File: src/rtl/timer_irq_ctrl_pkg.sv
// Shared types for the timer interrupt controller: config op codes and FSM state encodings.
package timer_irq_ctrl_pkg;

  typedef enum logic [1:0] {
    OP_LOAD    = 2'b00,
    OP_DISABLE = 2'b01,
    OP_MASK    = 2'b10,
    OP_UNMASK  = 2'b11
  } cfg_op_t;

  typedef enum logic [1:0] {
    CFG_IDLE   = 2'b00,
    CFG_ISSUE  = 2'b01,
    CFG_SETTLE = 2'b10
  } cfg_state_t;

  typedef enum logic [1:0] {
    IRQ_IDLE     = 2'b00,
    IRQ_WAIT_ACK = 2'b01,
    IRQ_GAP      = 2'b10
  } irq_state_t;

endpackage

File: src/rtl/prio_enc_lo.sv
// Lowest-index-first priority encoder: index of the lowest set request bit plus a valid flag.
module prio_enc_lo #(
  parameter int unsigned N  = 4,
  parameter int unsigned IW = 2
) (
  input  logic [N-1:0]  req,
  output logic [IW-1:0] idx_c,
  output logic          valid_c
);

  // Scan high to low so the lowest set bit is the last one written.
  always_comb begin
    idx_c   = '0;
    valid_c = 1'b0;
    for (int i = int'(N) - 1; i >= 0; i--) begin
      if (req[i]) begin
        idx_c   = IW'(i);
        valid_c = 1'b1;
      end
    end
  end

endmodule

File: src/rtl/timer_irq_ctrl.sv
// Config sequencer and prioritised interrupt front-end for a bank of NCH interval counters.
module timer_irq_ctrl
  import timer_irq_ctrl_pkg::*;
#(
  parameter int unsigned NCH = 4,
  parameter int unsigned W   = 32,
  parameter int unsigned IW  = 2
) (
  input  logic           clk,
  input  logic           reset,
  input  logic           cfg_we,
  input  logic [IW-1:0]  cfg_ch,
  input  logic [1:0]     cfg_op,
  input  logic [W-1:0]   cfg_val,
  output logic           cfg_busy,
  output logic [NCH-1:0] cnt_set,
  output logic [NCH-1:0] cnt_dis,
  output logic [W-1:0]   cnt_val,
  input  logic [NCH-1:0] cnt_int,
  output logic           irq,
  output logic [IW-1:0]  irq_id,
  input  logic           irq_ack,
  output logic [NCH-1:0] pending
);

  localparam logic [NCH-1:0] ONE = NCH'(1);

  cfg_state_t     cfg_state, cfg_next;
  irq_state_t     irq_state, irq_next;
  cfg_op_t        lat_op;
  logic [IW-1:0]  lat_ch;
  logic [NCH-1:0] mask, int_q;

  cfg_op_t        op_c;
  logic           accept_c, start_c;
  logic           busy_d;
  logic [NCH-1:0] set_d, dis_d, rise_c, clr_c;
  logic [W-1:0]   val_d;
  logic           irq_d;
  logic [IW-1:0]  irq_id_d, sel_idx_c;
  logic           sel_valid_c;

  assign op_c     = cfg_op_t'(cfg_op);
  assign accept_c = cfg_we && (cfg_state == CFG_IDLE);
  assign start_c  = accept_c && ((op_c == OP_LOAD) || (op_c == OP_DISABLE));
  assign rise_c   = cnt_int & ~int_q;

  prio_enc_lo #(.N(NCH), .IW(IW)) u_prio (
    .req     (pending & ~mask),
    .idx_c   (sel_idx_c),
    .valid_c (sel_valid_c)
  );

  // Config FSM: state register, next state, registered pulse outputs.
  always_ff @(posedge clk or negedge reset) begin
    if (!reset) cfg_state <= CFG_IDLE;
    else        cfg_state <= cfg_next;
  end

  always_comb begin
    cfg_next = cfg_state;
    case (cfg_state)
      CFG_IDLE:   if (start_c) cfg_next = CFG_ISSUE;
      CFG_ISSUE:  cfg_next = CFG_SETTLE;
      CFG_SETTLE: cfg_next = CFG_IDLE;
      default:    cfg_next = CFG_IDLE;
    endcase
  end

  always_comb begin
    set_d  = '0;
    dis_d  = '0;
    val_d  = cnt_val;
    busy_d = (cfg_next != CFG_IDLE);
    if (start_c) begin
      val_d = cfg_val;
      if (op_c == OP_LOAD) set_d = ONE << cfg_ch;
      else                 dis_d = ONE << cfg_ch;
    end
  end

  always_ff @(posedge clk or negedge reset) begin
    if (!reset) begin
      cnt_set  <= '0;
      cnt_dis  <= '0;
      cnt_val  <= '0;
      cfg_busy <= 1'b0;
      lat_op   <= OP_LOAD;
      lat_ch   <= '0;
      mask     <= '1;
    end else begin
      cnt_set  <= set_d;
      cnt_dis  <= dis_d;
      cnt_val  <= val_d;
      cfg_busy <= busy_d;
      if (start_c) begin
        lat_op <= op_c;
        lat_ch <= cfg_ch;
      end
      if (accept_c && (op_c == OP_MASK))   mask[cfg_ch] <= 1'b1;
      if (accept_c && (op_c == OP_UNMASK)) mask[cfg_ch] <= 1'b0;
    end
  end

  // Pending capture: edge-detect c_int; a new rise beats a same-cycle clear.
  always_comb begin
    clr_c = '0;
    if ((cfg_state == CFG_ISSUE) && (lat_op == OP_DISABLE)) clr_c[lat_ch] = 1'b1;
    if ((irq_state == IRQ_WAIT_ACK) && irq_ack)             clr_c[irq_id] = 1'b1;
  end

  always_ff @(posedge clk or negedge reset) begin
    if (!reset) begin
      int_q   <= '0;
      pending <= '0;
    end else begin
      int_q   <= cnt_int;
      pending <= (pending & ~clr_c) | rise_c;
    end
  end

  // Interrupt FSM: state register, next state, registered request outputs.
  always_ff @(posedge clk or negedge reset) begin
    if (!reset) irq_state <= IRQ_IDLE;
    else        irq_state <= irq_next;
  end

  always_comb begin
    irq_next = irq_state;
    case (irq_state)
      IRQ_IDLE:     if (sel_valid_c) irq_next = IRQ_WAIT_ACK;
      IRQ_WAIT_ACK: if (irq_ack) irq_next = IRQ_GAP;
      IRQ_GAP:      irq_next = IRQ_IDLE;
      default:      irq_next = IRQ_IDLE;
    endcase
  end

  always_comb begin
    irq_d    = (irq_next == IRQ_WAIT_ACK);
    irq_id_d = irq_id;
    if ((irq_state == IRQ_IDLE) && sel_valid_c) irq_id_d = sel_idx_c;
  end

  always_ff @(posedge clk or negedge reset) begin
    if (!reset) begin
      irq    <= 1'b0;
      irq_id <= '0;
    end else begin
      irq    <= irq_d;
      irq_id <= irq_id_d;
    end
  end

endmodule
File: config.mk
export PLATFORM = sky130hd
export DESIGN_NAME = timer_irq_ctrl
export DESIGN_NICKNAME = d
export VERILOG_FILES = /design/src/rtl/timer_irq_ctrl_pkg.sv /design/src/rtl/prio_enc_lo.sv /design/src/rtl/timer_irq_ctrl.sv
export SDC_FILE = /design/constraint.sdc
export NUM_CORES = 1
export LEC_CHECK = 0
export ABC_AREA = 1
export BUFFER_PORTS_ARGS = -buffer_cell sky130_fd_sc_hd__buf_2
export CAP_MARGIN = 15
export CORE_MARGIN = 8
export CORE_UTILIZATION = 44
export DETAILED_ROUTE_END_ITERATION = 10
export PLACE_DENSITY = 0.68
export SYNTH_ARGS = -nofsm -noshare
export SYNTH_HDL_FRONTEND = slang
export SYNTH_HIERARCHICAL = 1
export SYNTH_SLANG_ARGS = --single-unit
File: constraint.sdc
create_clock -name clk -period 2.8 [get_ports clk]
set_clock_uncertainty 0.05 [all_clocks]
set_input_delay 0 -clock clk [delete_from_list [all_inputs] [get_ports clk]]
set_output_delay 0 -clock clk [all_outputs]
set_load 0.02 [all_outputs]
==> impl_metrics.ini <==
[outcome]
outcome = completed

[clock_tree]
root_buffer = clkbuf_8
cts.path.max_buffers = 2
clk_pin_slew_ns = 0.06
numCtsBuffers = 9
cts-htree-levels = 3
clock_latency_ns = 0.32
postCtsResizedCells = 0
holdBufCountCts = 45
post-cts-setup-buffers = 0
cts_tree = built
cts_num_sinks = 64

[floorplan]
initial_core_util = 0.455
io_pins = 92
die_area_sq_um = 8360
core_area_sq_um = 5510
fp.dieH_um = 91.4
dieWidth_um = 91.4
num_rows = 27

[layout]
antenna_cells = 0
nets = 468
final_cell_area_sq_um = 3700
drive_above_1_share = 0.275
areaGrowthSynthToFinish_pct = 47.8

[pwr]
p_per_area_nw_per_um2 = 761
p_leak_nw = 2.07
ir_drop_mv = 0.336

[global_routing]
antenna_found_initial = 0
grt_use_total = 0.160
grt_overflow = 0
grt_max_degree = 35
grt_pass1_wl_um = 10900
grt_pass1_vias = 2364

[placed_design]
port_buffers = 91
hpwl_um = 4340
globalplace.congestion = 0.838
place_area_sq_um = 3030

[synth]
synth-seq-area-share = 0.642
yosysTopAreaCell = dfrtp_1
synth_cell_type_count = 17
ys_ff_latch = 64
synthTopCellsByArea = dfrtp_1 (60%), nand2_1 (18%), dfstp_2 (4.2%), nor2_1 (4.2%), inv_1 (3.9%)
synth_top_cell_area_share = 0.600
synthCells = 281
netlist_area_sq_um = 2500
synth_nets = 325
yosysWarnings = 6
syn_avg_cell_area_sq_um = 8.91

[worst_setup_path]
r2r_setup_slack_ns = 1.13
endpoint_kind = register
path_max_fanout = 4
crit_type = reg -> reg
startpoint_type = register
crit_start = cfg_state[0]
arrival_ns = 1.89
required_ns = 3.02
reg2reg_from = cfg_state[0]
rr_worst_depth = 6

[timing]
hold_violations = 0
slew_headroom = 0.554
min_period_ns = 1.67
finalSetupViolations = 0
rsz0062_at_grt = false
worst_pin_slew_ns = 0.669
period_share = 0.598
slew_viol_final = 0
fmax_mhz = 597
tns_ns = 0

[drt]
vias = 2270
drcViolationCount = 0
via_per_inst = 4.53
initialDrtViolationCount = 95
firstDrtPassIters = 4
wl_per_cell_um = 12.6
ant_nets = 0
finalWirelength_um = 6330

[min_path]
hp-class = in -> reg
hold_depth = 4

[run]
drv_cap = 0
metrics by stage:
step | hold slack (ns) | std cells | setup slack, ns | util | power (mW)
after floorplan | -0.346 | 281 | 1.60 | - | 1.67
after global placement | 0.0226 | 440 | 1.31 | 0.551 | 1.94
after detailed placement | 0.0331 | 440 | 1.23 | 0.551 | 1.96
after CTS | 0.0229 | 501 | 1.15 | 0.672 | 2.84
after global routing | 0.0408 | 501 | 1.03 | 0.672 | 2.98
final | 0.0402 | 501 | 1.13 | 0.672 | 2.81
critical path, stage by stage, from the launching register on:
cell           delay [ns]
dfrtp_1              0.39
inv_2                0.07
nand2_1              0.09
nor2_1               0.25
nand4_1              0.13
dlygate4sd3_1        0.58
nand2_1              0.07
layout make-up:
class,instances,area [sq um]
multi-input combinational,182,752
clock inverter,2,35.0
timing repair buffer,139,928
clock buffer,14,183
sequential,64,1610
inverter,28,105
tap,72,90.1
fill,422,1810
registers in the layout, summed over array words and instances, names as in the netlist, named ones only:
name       flops
irq            1
cnt_val       32
irq_id         2
cfg_busy       1
cfg_state      2
irq_state      2
cnt_set        4
pending        4
cnt_dis        4
int_q          4
mask           1
lat_ch         2
lat_op         2
cell usage in the layout (no fill, tap or decap):
master,netlist,routed
nand2_1,121,121
buf_2,5,91
dfrtp_1,60,60
dlygate4sd3_1,0,45
nor2_1,28,28
inv_1,26,26
clkbuf_8,0,13
nand3_1,9,9
o21ai_0,9,9
nand4_1,7,7
dfstp_2,4,4
a21oi_1,3,3
buf_4,2,3
inv_2,2,2
nor3_4,1,1
nand2_2,1,1
nand3b_1,1,1
clkbuf_1,0,1
bufinv_16,0,1
clkinv_2,0,1
a21oi_2,1,1
nor3_1,1,1
cell usage after synthesis (all sizes together):
library cell	instances
nand3	9
a21oi	4
buf	7
nor2	28
nor3	2
o21ai	9
nand3b	1
inv	28
nand4	7
dfstp	4
nand2	122
dfrtp	60
routing by layer:
| layer | part of all wire | vias up | wire [um] | GRT usage |
|---|---|---|---|---|
| li1 | - | 1147 | - | - |
| met1 | 0.43 | 1032 | 2740 | 0.183 |
| met2 | 0.48 | 74 | 3060 | 0.263 |
| met3 | 0.056 | 17 | 355 | 0.0453 |
| met4 | 0.029 | 0 | 182 | 0.0873 |
| met5 | 0 | - | 0 | 0 |
power by group:
group          total (mW)  switching [mW]  internal [mW]
sequential           1.22           0.106           1.11
clock               0.832           0.325          0.508
combinational       0.762           0.490          0.272
total                2.81           0.921           1.89
cells by family (layout without fill, tap and decap cells):
| logic type | after synthesis | count (layout) | share of synthesized area |
|---|---|---|---|
| buf+inv | 35 | 183 | 0.0580 |
| compound gates | 13 | 13 | 0.0275 |
| flops | 64 | 64 | 0.642 |
| simple gates | 169 | 169 | 0.273 |
worst min path at each step:
stage               slack (ns)  startpoint           to
floorplan                -0.35       reset     cfg_busy
global placement          0.02       reset  cnt_val[16]
detailed placement        0.03       reset  cnt_val[16]
CTS                       0.02      cfg_we      mask[3]
global route              0.04      cfg_we      mask[3]
finish                    0.04      cfg_we      mask[3]
Power figures use the tool's default switching activity.
